`config.mk`:
```
export PLATFORM = sky130hd
export DESIGN_NAME = uart_rx_ctrl_flat
export DESIGN_NICKNAME = d
export VERILOG_FILES = /design/src/rtl/uart_pkg.sv /design/src/rtl/uart_rx_ctrl_if.sv /design/src/rtl/rx_sync.sv /design/src/rtl/uart_rx_ctrl.sv /design/src/flat_wrapper.sv
export SDC_FILE = /design/constraint.sdc
export NUM_CORES = 1
export LEC_CHECK = 0
export ABC_AREA = 1
export ABC_CLOCK_PERIOD_IN_PS = 1260
export BUFFER_PORTS_ARGS = -buffer_cell sky130_fd_sc_hd__buf_4
export CAP_MARGIN = 20
export CELL_PAD_IN_SITES_DETAIL_PLACEMENT = 1
export CELL_PAD_IN_SITES_GLOBAL_PLACEMENT = 1
export CORE_ASPECT_RATIO = 1.4
export CORE_MARGIN = 4
export CORE_UTILIZATION = 36
export CTS_CLUSTER_DIAMETER = 40
export DETAILED_ROUTE_END_ITERATION = 16
export PLACE_DENSITY_LB_ADDON = 0.1
export SETUP_SLACK_MARGIN = 0.5
export SLEW_MARGIN = 20
export SYNTH_ARGS = -nofsm -noshare
export SYNTH_HDL_FRONTEND = slang
export SYNTH_SLANG_ARGS = --single-unit
```
`constraint.sdc`:
```
create_clock -name i_clk -period 1.26 [get_ports i_clk]
set_input_delay 0.126 -clock i_clk [delete_from_list [all_inputs] [get_ports i_clk]]
set_output_delay 0.126 -clock i_clk [all_outputs]
set_load 0.05 [all_outputs]
```
`src/rtl/uart_pkg.sv`:
```
// Shared UART definitions: FSM state codes, default frame geometry and a width helper.
package uart_pkg;

    // Receive/transmit FSM state codes.
    localparam logic [1:0] IDLE  = 2'b00;
    localparam logic [1:0] START = 2'b01;
    localparam logic [1:0] DATA  = 2'b10;
    localparam logic [1:0] STOP  = 2'b11;

    // Default frame geometry: 8 data bits, 16x oversampling, one stop bit.
    localparam int unsigned UART_NB_DATA    = 8;
    localparam int unsigned UART_OVERSAMPLE = 16;
    localparam int unsigned UART_SB_TICK    = 16;

    // Counter width able to hold 0..v-1, never narrower than one bit.
    function automatic int unsigned cnt_width(input int unsigned v);
        return (v <= 2) ? 1 : $clog2(v);
    endfunction

endpackage

```
`src/rtl/uart_rx_ctrl_if.sv`:
```
// Byte-side and line-side signals of the UART receive controller.
interface uart_rx_ctrl_if
    import uart_pkg::*;
#(
    parameter int unsigned NB_DATA = UART_NB_DATA
);

    logic               i_tick;
    logic               i_rx;
    logic [NB_DATA-1:0] o_data;
    logic               o_rx_done;
    logic               o_frame_err;

    // Upstream side: supplies the oversampling tick and the serial line.
    modport master (
        output i_tick,
        output i_rx,
        input  o_data,
        input  o_rx_done,
        input  o_frame_err
    );

    // Receive controller side.
    modport slave (
        input  i_tick,
        input  i_rx,
        output o_data,
        output o_rx_done,
        output o_frame_err
    );

endinterface

```
`src/rtl/rx_sync.sv`:
```
// Two-flop synchroniser for asynchronous inputs; resets to all ones (idle-high lines).
module rx_sync #(
    parameter int unsigned WIDTH = 1
) (
    input  logic             i_clk,
    input  logic             i_reset,
    input  logic [WIDTH-1:0] i_d,
    output logic [WIDTH-1:0] o_q
);

    logic [WIDTH-1:0] meta_q;
    logic [WIDTH-1:0] sync_q;

    // Two register stages to let a metastable first stage settle.
    always_ff @(posedge i_clk) begin
        if (i_reset) begin
            meta_q <= '1;
            sync_q <= '1;
        end else begin
            meta_q <= i_d;
            sync_q <= meta_q;
        end
    end

    assign o_q = sync_q;

endmodule

```
`src/rtl/uart_rx_ctrl.sv`:
```
// UART 8N1 receive controller driven by a 16x oversampling tick.
module uart_rx_ctrl
    import uart_pkg::*;
#(
    parameter int unsigned NB_DATA    = UART_NB_DATA,
    parameter int unsigned OVERSAMPLE = UART_OVERSAMPLE,
    parameter int unsigned SB_TICK    = UART_SB_TICK
) (
    input  logic           i_clk,
    input  logic           i_reset,
    uart_rx_ctrl_if.slave  bus
);

    localparam int unsigned S_MAX = (OVERSAMPLE > SB_TICK) ? OVERSAMPLE : SB_TICK;
    localparam int unsigned S_W   = cnt_width(S_MAX);
    localparam int unsigned N_W   = cnt_width(NB_DATA);

    localparam logic [S_W-1:0] S_MID      = S_W'(OVERSAMPLE / 2 - 1);
    localparam logic [S_W-1:0] S_BIT_END  = S_W'(OVERSAMPLE - 1);
    localparam logic [S_W-1:0] S_STOP_END = S_W'(SB_TICK - 1);
    localparam logic [N_W-1:0] N_LAST     = N_W'(NB_DATA - 1);

    logic               rx_s;
    logic [1:0]         state_q, state_d;
    logic [S_W-1:0]     s_q, s_d;
    logic [N_W-1:0]     n_q, n_d;
    logic [NB_DATA-1:0] sh_q, sh_d;
    logic               stop_done;

    logic [NB_DATA-1:0] data_q;
    logic               done_q;
    logic               ferr_q;

    rx_sync #(
        .WIDTH (1)
    ) u_rx_sync (
        .i_clk   (i_clk),
        .i_reset (i_reset),
        .i_d     (bus.i_rx),
        .o_q     (rx_s)
    );

    // Next-state logic; everything except start detection waits for a tick.
    always_comb begin
        state_d   = state_q;
        s_d       = s_q;
        n_d       = n_q;
        sh_d      = sh_q;
        stop_done = 1'b0;
        case (state_q)
            IDLE: begin
                if (!rx_s) begin
                    state_d = START;
                    s_d     = '0;
                end
            end
            START: begin
                if (bus.i_tick) begin
                    if (s_q == S_MID) begin
                        if (!rx_s) begin
                            state_d = DATA;
                            s_d     = '0;
                            n_d     = '0;
                        end else begin
                            state_d = IDLE;
                        end
                    end else begin
                        s_d = s_q + 1'b1;
                    end
                end
            end
            DATA: begin
                if (bus.i_tick) begin
                    if (s_q == S_BIT_END) begin
                        s_d  = '0;
                        sh_d = {rx_s, sh_q[NB_DATA-1:1]};
                        if (n_q == N_LAST) begin
                            state_d = STOP;
                        end else begin
                            n_d = n_q + 1'b1;
                        end
                    end else begin
                        s_d = s_q + 1'b1;
                    end
                end
            end
            STOP: begin
                if (bus.i_tick) begin
                    if (s_q == S_STOP_END) begin
                        state_d   = IDLE;
                        stop_done = 1'b1;
                    end else begin
                        s_d = s_q + 1'b1;
                    end
                end
            end
            default: state_d = IDLE;
        endcase
    end

    // FSM state, tick/bit counters and shift register.
    always_ff @(posedge i_clk) begin
        if (i_reset) begin
            state_q <= IDLE;
            s_q     <= '0;
            n_q     <= '0;
            sh_q    <= '0;
        end else begin
            state_q <= state_d;
            s_q     <= s_d;
            n_q     <= n_d;
            sh_q    <= sh_d;
        end
    end

    // Output registers: byte and frame error held between strobes, done is one cycle.
    always_ff @(posedge i_clk) begin
        if (i_reset) begin
            data_q <= '0;
            done_q <= 1'b0;
            ferr_q <= 1'b0;
        end else begin
            done_q <= stop_done;
            if (stop_done) begin
                data_q <= sh_q;
                ferr_q <= ~rx_s;
            end
        end
    end

    assign bus.o_data      = data_q;
    assign bus.o_rx_done   = done_q;
    assign bus.o_frame_err = ferr_q;

endmodule

```
`src/flat_wrapper.sv`:
```
// flat-port wrapper written by rule: the top's interface ports become plain ports
module uart_rx_ctrl_flat import uart_pkg::*;
#(
    parameter int unsigned NB_DATA    = UART_NB_DATA,
    parameter int unsigned OVERSAMPLE = UART_OVERSAMPLE,
    parameter int unsigned SB_TICK    = UART_SB_TICK
)
  (i_clk, i_reset, bus_i_tick, bus_i_rx, bus_o_data, bus_o_rx_done, bus_o_frame_err);
  uart_rx_ctrl_if #(.NB_DATA(NB_DATA)) bus_i ();
  input  logic i_clk;
  input  logic i_reset;
  input wire logic [$bits(bus_i.i_tick)-1:0] bus_i_tick;
  input wire logic [$bits(bus_i.i_rx)-1:0] bus_i_rx;
  output wire logic [$bits(bus_i.o_data)-1:0] bus_o_data;
  output wire logic [$bits(bus_i.o_rx_done)-1:0] bus_o_rx_done;
  output wire logic [$bits(bus_i.o_frame_err)-1:0] bus_o_frame_err;
  assign bus_i.i_tick = bus_i_tick;
  assign bus_i.i_rx = bus_i_rx;
  assign bus_o_data = bus_i.o_data;
  assign bus_o_rx_done = bus_i.o_rx_done;
  assign bus_o_frame_err = bus_i.o_frame_err;
  uart_rx_ctrl #(.NB_DATA(NB_DATA), .OVERSAMPLE(OVERSAMPLE), .SB_TICK(SB_TICK)) u_core (.i_clk(i_clk), .i_reset(i_reset), .bus(bus_i));
endmodule
```
==> results of run 1 <==
layer usage:
| metal | vias up | GRT usage (%) | share of wire, % |
|---|---|---|---|
| met5 | - | 0 | 0 |
| met4 | 0 | 7.89 | 2.0 |
| met3 | 7 | 5.16 | 1.8 |
| met2 | 13 | 35.0 | 57 |
| met1 | 666 | 19.2 | 39 |
| li1 | 655 | - | - |
report_power, final:
group / switching [mW] / internal, mW / total (mW)
Sequential: 0.0329 / 0.945 / 0.978
Combinational: 0.247 / 0.189 / 0.436
Clock: 0.353 / 0.433 / 0.786
Total: 0.633 / 1.57 / 2.20
synth_stat cells:
cell type,instances,area [sq um]
ha_1,3,37.5
o21ai_0,17,85.1
inv_1,7,26.3
nand3_1,8,40.0
nor2_4,1,11.3
or2_2,2,12.5
o211ai_1,1,7.51
nand2_1,28,105
buf_4,1,7.51
nor2_1,44,165
clkinv_2,1,5.00
xor2_1,1,8.76
nor3_1,1,5.00
o21ai_1,1,5.00
clkinv_1,1,3.75
nand3b_1,3,22.5
a21oi_1,10,50.1
nand2_2,3,18.8
clkbuf_1,2,7.51
dfxtp_1,29,581
inv_2,3,11.3
nand3_2,2,20.0
nor2_2,1,6.26
sequential cells by signal, summed over array words and instances, names as in the netlist, named ones only:
signal and cells:
u_core.bus.o_frame_err 1, u_core.n_q 3, u_core.u_rx_sync.meta_q 1, u_core.u_rx_sync.o_q 1, u_core.sh_q 8, u_core.bus.o_data 8
u_core.state_q 1, u_core.bus.o_rx_done 1, u_core.s_q 4
worst paths after layout:
check	slack, ps	to
max	-160	u_core.state_q[0]
min	30	u_core.u_rx_sync.meta_q
max reg2reg	-160	u_core.state_q[0]
min reg2reg	440	u_core.u_rx_sync.o_q
what timing repair did:
action / in CTS / in global routing
setup buffers: 1 / 7
endpoints found under the setup margin: 37 / 37
gates resized for setup: 56 / 44
pin swaps: 13 / 22
gates cloned: 1 / 3
endpoints found under the hold margin: 0 / 0
cells by family (layout without fill, tap and decap cells):
family	count (synthesis)	after routing
simple gates	93	95
fa+ha+maj	3	3
flops	29	29
xor+xnor	1	1
compound gates	29	29
buf+inv	15	64
layout make-up:
type                            instances  area share [%]
Sequential cell                        29            29.7
Clock buffer                            7            4.25
Multi-Input combinational cell        128            39.6
Timing Repair inverter                  2           0.677
Inverter                               12            2.95
Timing Repair Buffer                   43            20.3
Tap cell                               40            2.46
==> metrics.md, run 1 <==
| Metric | Value |
|---|---|
| Final net count | 228 |
| Max-slew violations | 0 |
| Port bufs | 13 |
| Syn Area/Cell | 7.31 sq um |
| CTS Root Cell | clkbuf_8 |
| Commonest non-fill, non-tap cell in the layout | nor2_1 |
| Finished Core Util | 60.7% |
| Mapped Cells | 170 |
| Filler instances | 409 |
| Pwr Total | 2.20 mW |
| Clock-pin transition on the worst setup and hold timing paths | 60 ps |
| Max FO, Critical Path | 5 |
| Vias | 1341 |
| Routed len/inst | 17.1 um |
| Area delta synth->final | 63.6% |
| Critical path depth in cells | 8 |
| CP Buf/Inv Count | 2 |
| Synth Register Bits | 29 |
| Slew headroom | 82.7% |
| Die X-Extent | 57.7 um |
| CTS hold repair buffers | 0 |
| DP Cell Count | 242 |
| Register Area | 604 sq um |
| R2R depth | 8 |
| Worst slew pin tran | 259 ps |
| Clock latency on the worst-skew pair | 280 ps |
| Critical Path RT | 1420 ps |
| PnR worst setup slack | -159 ps |
| CP Capture Type | flop |
| Period Utilization, post-route | 113% |
| Combinational family with the most area after synthesis | simple AND/OR/NAND/NOR gates |
| Most used cell, CP | nand2_1 |
| Seq/Total Area, Yosys | 46.7% |
| Mux contribution to synthesized area | 0% |
| Vias in the first global route | 1411 |
| Dpl hpwl | 2570 um |
| Post-Synth XOR/XNOR Area | 0.705% |
| Area of the multi-input gates | 806 sq um |
| Critical path startpoint category | flop |
| Post-Synth Simple-Gate Area | 32.7% |
| I/O pins | 14 |
| Global route total overflow | 0 |
| RSZ-0062 raised after global routing | true |
| Initial DRC count | 14 |
| Final Hold Viols | 0 |
| Min Tclk post-route | 1420 ps |
| Library cells used by synthesis | 23 |
| Critical path arrival | 1580 ps |
| Setup TNS Final | -2350 ps |
| # clock sinks | 29 |
| Fin cells | 261 |
| CP delay by family, top | simple AND/OR/NAND/NOR gates |
| Global-route wire length before repair | 6400 um |
| Pwr dens | 1080 mW/mm^2 |
| Worst path slowest cell | dfxtp_2 |
| Layout Skew | 7.23 ps |
| Via/cell ratio | 5.14 |
| Clock Tree Buf Depth | 2 |
| DR pass1 iterations | 4 |
| CP Cell Sequence | inv_2 > nand2_1 > nand2_1 > nor2_2 > nor2_4 > buf_4 > a21oi_1 > nor2_1 |
| CTS H-tree depth | 2 |
| Place WS | -211 ps |
| Tightest Hold Check Type | input port to flop |
| Worst path max stage delay | 410 ps |
| Failing checks | setup timing |
| # rows | 25 |
| GPL Wtd Cong | 0.750 |
| CTS tree | done |
| Diode count | 0 |
| CTS buffer count | 5 |
| Adder-cell share of the synthesized area | 3.02% |
| Die height | 77.5 um |
| Worst Min Path Start | bus_i_rx |
| Cell area after placement | 0.00157 sq mm |
| Hold WS | 33.1 ps |
| Fraction of final layout cells with drive strength greater than 1 | 52.0% |
| Post-synthesis cell area | 0.00124 sq mm |
| Critical path class | flop to flop |
| GRT Total Usage | 18.9% |
| Maximum vdd ir drop | 0.858 mV |
| Status | finished, violations left |
| Total die area | 0.00447 sq mm |
| Pin count of the biggest net entering global routing | 11 |
| Leak Pwr | 0.859 nW |
| Antenna viol nets, final | 0 |
| Starting Density | 37.1% |
| Mapped Nets | 177 |
| Drt drc | 0 |
| Setup-failing EPs final | 26 |
| Yosys warns | 0 |
| Routed WL | 4470 um |
| Initial antenna violation count | 0 |
| Total of max-cap violations | 0 |
| Placeable Area | 0.00335 sq mm |
| Final Instance Area | 0.00203 sq mm |
| Most frequent cells in the layout | nor2_1, buf_4, nand2_1, dfxtp_1, dfxtp_2 |
| Fmax | 704 MHz |
| Synth Area in Compound Gates | 11.9% |
| Hold Path Stages | 2 |
(Power assumes the default switching activity.)
==> inputs of run 2 (changes only) <==
- CORE_ASPECT_RATIO: 1.4 -> not set
==> metrics.md, run 2 (synthesis gave the netlist of run 1 again) <==
| Metric | Value |
|---|---|
| Pin count of the biggest net entering global routing | 18 (+7) |
| Die X-Extent | 66.7 um (+16%) |
| Leak Pwr | 0.877 nW (+2.0%) |
| Max-slew violations | 0 (unchanged) |
| Most used cell, CP | nand3_4 |
| Worst R2R End | u_core.sh_q[1] |
| CTS hold repair buffers | 2 (+2) |
| Vias | 1358 (+1.3%) |
| CTS tree | done |
| Critical path arrival | 1690 ps (+110 ps) |
| Reg2Reg Setup Slack | -190 ps (-30 ps) |
| Routed len/inst | 16.6 um (-3.1%) |
| Worst slew pin tran | 262 ps (+2.45 ps) |
| Max FO, Critical Path | 5 (unchanged) |
| Antenna viol nets, final | 0 (unchanged) |
| DP Cell Count | 248 (+2.5%) |
| Starting Density | 37.2% (+0.11 points) |
| Final Hold Viols | 1 (+1) |
| Setup-failing EPs final | 27 (+3.8%) |
| Critical path startpoint category | flop |
| Worst reg2reg path startpoint | u_core.s_q[1] |
| Diode count | 0 (unchanged) |
| Total of max-cap violations | 0 (unchanged) |
| Port bufs | 13 (unchanged) |
| Most frequent cells in the layout | nor2_1, buf_4, nand2_1, dfxtp_1, nand2_2 |
| CTS H-tree depth | 2 (unchanged) |
| Place WS | -210 ps (+1.32 ps) |
| Failing checks | hold timing, setup timing |
| Worst path slowest cell | dfxtp_2 |
| GPL Wtd Cong | 0.840 (+12%) |
| DR pass1 iterations | 4 (unchanged) |
| Critical path class | flop to flop |
| Initial antenna violation count | 0 (unchanged) |
| Slew headroom | 82.5% (-0.17 points) |
| Fraction of final layout cells with drive strength greater than 1 | 54.6% (+2.6 points) |
| Min Tclk post-route | 1450 ps (+34.7 ps) |
| Total die area | 0.00445 sq mm (-0.30%) |
| Filler instances | 393 (-3.9%) |
| # rows | 21 (-16%) |
| Vias in the first global route | 1449 (+2.7%) |
| Layout Skew | 14.8 ps (+7.60 ps) |
| Critical Path RT | 1500 ps (+80 ps) |
| Via/cell ratio | 4.97 (-3.2%) |
| Initial DRC count | 77 (+63) |
| Hold WS | -26.6 ps (-59.7 ps) |
| CP Capture Type | flop |
| GRT Total Usage | 20.7% (+1.8 points) |
| # clock sinks | 29 (unchanged) |
| Register Area | 603 sq um (-0.21%) |
| Pwr dens | 980 mW/mm^2 (-9.5%) |
| Final net count | 233 (+2.2%) |
| Routed WL | 4520 um (+1.3%) |
| Placeable Area | 0.00334 sq mm (-0.30%) |
| Maximum vdd ir drop | 0.446 mV (-48%) |
| CP Launch Point | u_core.s_q[1] |
| R2R depth | 7 (-1) |
| Area of the multi-input gates | 805 sq um (-0.16%) |
| CTS buffer count | 5 (unchanged) |
| I/O pins | 14 (unchanged) |
| RSZ-0062 raised after global routing | true |
| Global route total overflow | 0 (unchanged) |
| CTS Root Cell | clkbuf_4 |
| Clock latency on the worst-skew pair | 340 ps (+60 ps) |
| PnR worst setup slack | -194 ps (-34.7 ps) |
| Clock-pin transition on the worst setup and hold timing paths | 100 ps (+40 ps) |
| Hold Path Stages | 2 (unchanged) |
| Period Utilization, post-route | 115% (+2.8 points) |
| Clock Tree Buf Depth | 2 (unchanged) |
| Status | finished, violations left |
| Area delta synth->final | 63.5% (about the same) |
| Drt drc | 0 (unchanged) |
| Dpl hpwl | 2530 um (-1.7%) |
| Fin cells | 273 (+4.6%) |
| Tightest Hold Check Type | input port to flop |
| Fmax | 688 MHz (-2.4%) |
| CP Cell Sequence | ha_4 > nand3_4 > buf_4 > inv_4 > nand3_4 > o21ai_0 > nor2_1 |
| CP endpoint | u_core.sh_q[1] |
| Die height | 66.7 um (-14%) |
| Worst path max stage delay | 370 ps (-40 ps) |
| Global-route wire length before repair | 6770 um (+5.7%) |
==> run 2: worst min path at each step <==
stage | start | endpoint | slack, ps
after global placement | bus_i_rx | u_core.u_rx_sync.meta_q | 310
after detailed placement | bus_i_rx | u_core.u_rx_sync.meta_q | 320
final | bus_i_rx | u_core.u_rx_sync.meta_q | -30
after CTS | bus_i_rx | u_core.u_rx_sync.meta_q | -30
after global routing | bus_i_rx | u_core.u_rx_sync.meta_q | -40
after floorplan | i_reset | u_core.s_q[1] | 190
==> run 2: final cells by class <==
class / instances / share of cell area, %
repair buffers: 48 / 21.7
multi-input cells: 128 / 39.6
clock buffers: 6 / 2.03
well taps: 46 / 2.83
inverters: 12 / 3.02
repair inverters: 2 / 0.677
flip-flops and latches: 29 / 29.7
clock inverters: 2 / 0.493
==> run 2: repair_timing <==
| item | CTS | global route |
|---|---|---|
| gates resized for setup | 58 | 40 |
| gates cloned | 2 | 2 |
| hold endpoints to repair | 3 | 1 |
| endpoints found under the setup margin | 37 | 37 |
| buffers inserted | 5 | 6 |
| pin swaps | 15 | 21 |
==> run 2: worst max-delay path, delay by kind of cell (launching register included) <==
kind                     cells  cell delay [ps]
AO/OA/AOI/OAI                1              250
adder cells (fa/ha/maj)      1              170
buffers and inverters        2              240
flip-flops                   1              370
AND/OR/NAND/NOR              3              320
==> run 2: through the flow <==
step | utilization, % | total power, mW | setup TNS (ps) | area, sq um
2_1_floorplan | - | 1.17 | -5.90 | 1270
3_3_place_gp | 47.3 | 1.29 | -2030 | 1580
3_5_place_dp | 47.3 | 1.30 | -3160 | 1580
4_1_cts | 56.1 | 1.91 | -1290 | 1870
5_1_grt | 60.9 | 2.10 | -4370 | 2030
6_report | 60.9 | 1.99 | -2570 | 2030
==> run 2: per-layer routing <==
| metal | part of all wire, % | track usage (%) | wire length (um) |
|---|---|---|---|
| met5 | 0 | 0 | 0 |
| met4 | 3.1 | 10.9 | 138 |
| met3 | 2.6 | 3.54 | 118 |
| met2 | 54 | 38.6 | 2430 |
| met1 | 41 | 21.8 | 1830 |
==> run 2: power by group <==
part / leakage, nW / internal, mW / switching [mW] / total, mW
sequential: 0.242 / 0.945 / 0.0332 / 0.978
combinational: 0.603 / 0.201 / 0.248 / 0.449
clock: 0.0320 / 0.212 / 0.352 / 0.564
total: 0.877 / 1.36 / 0.633 / 1.99
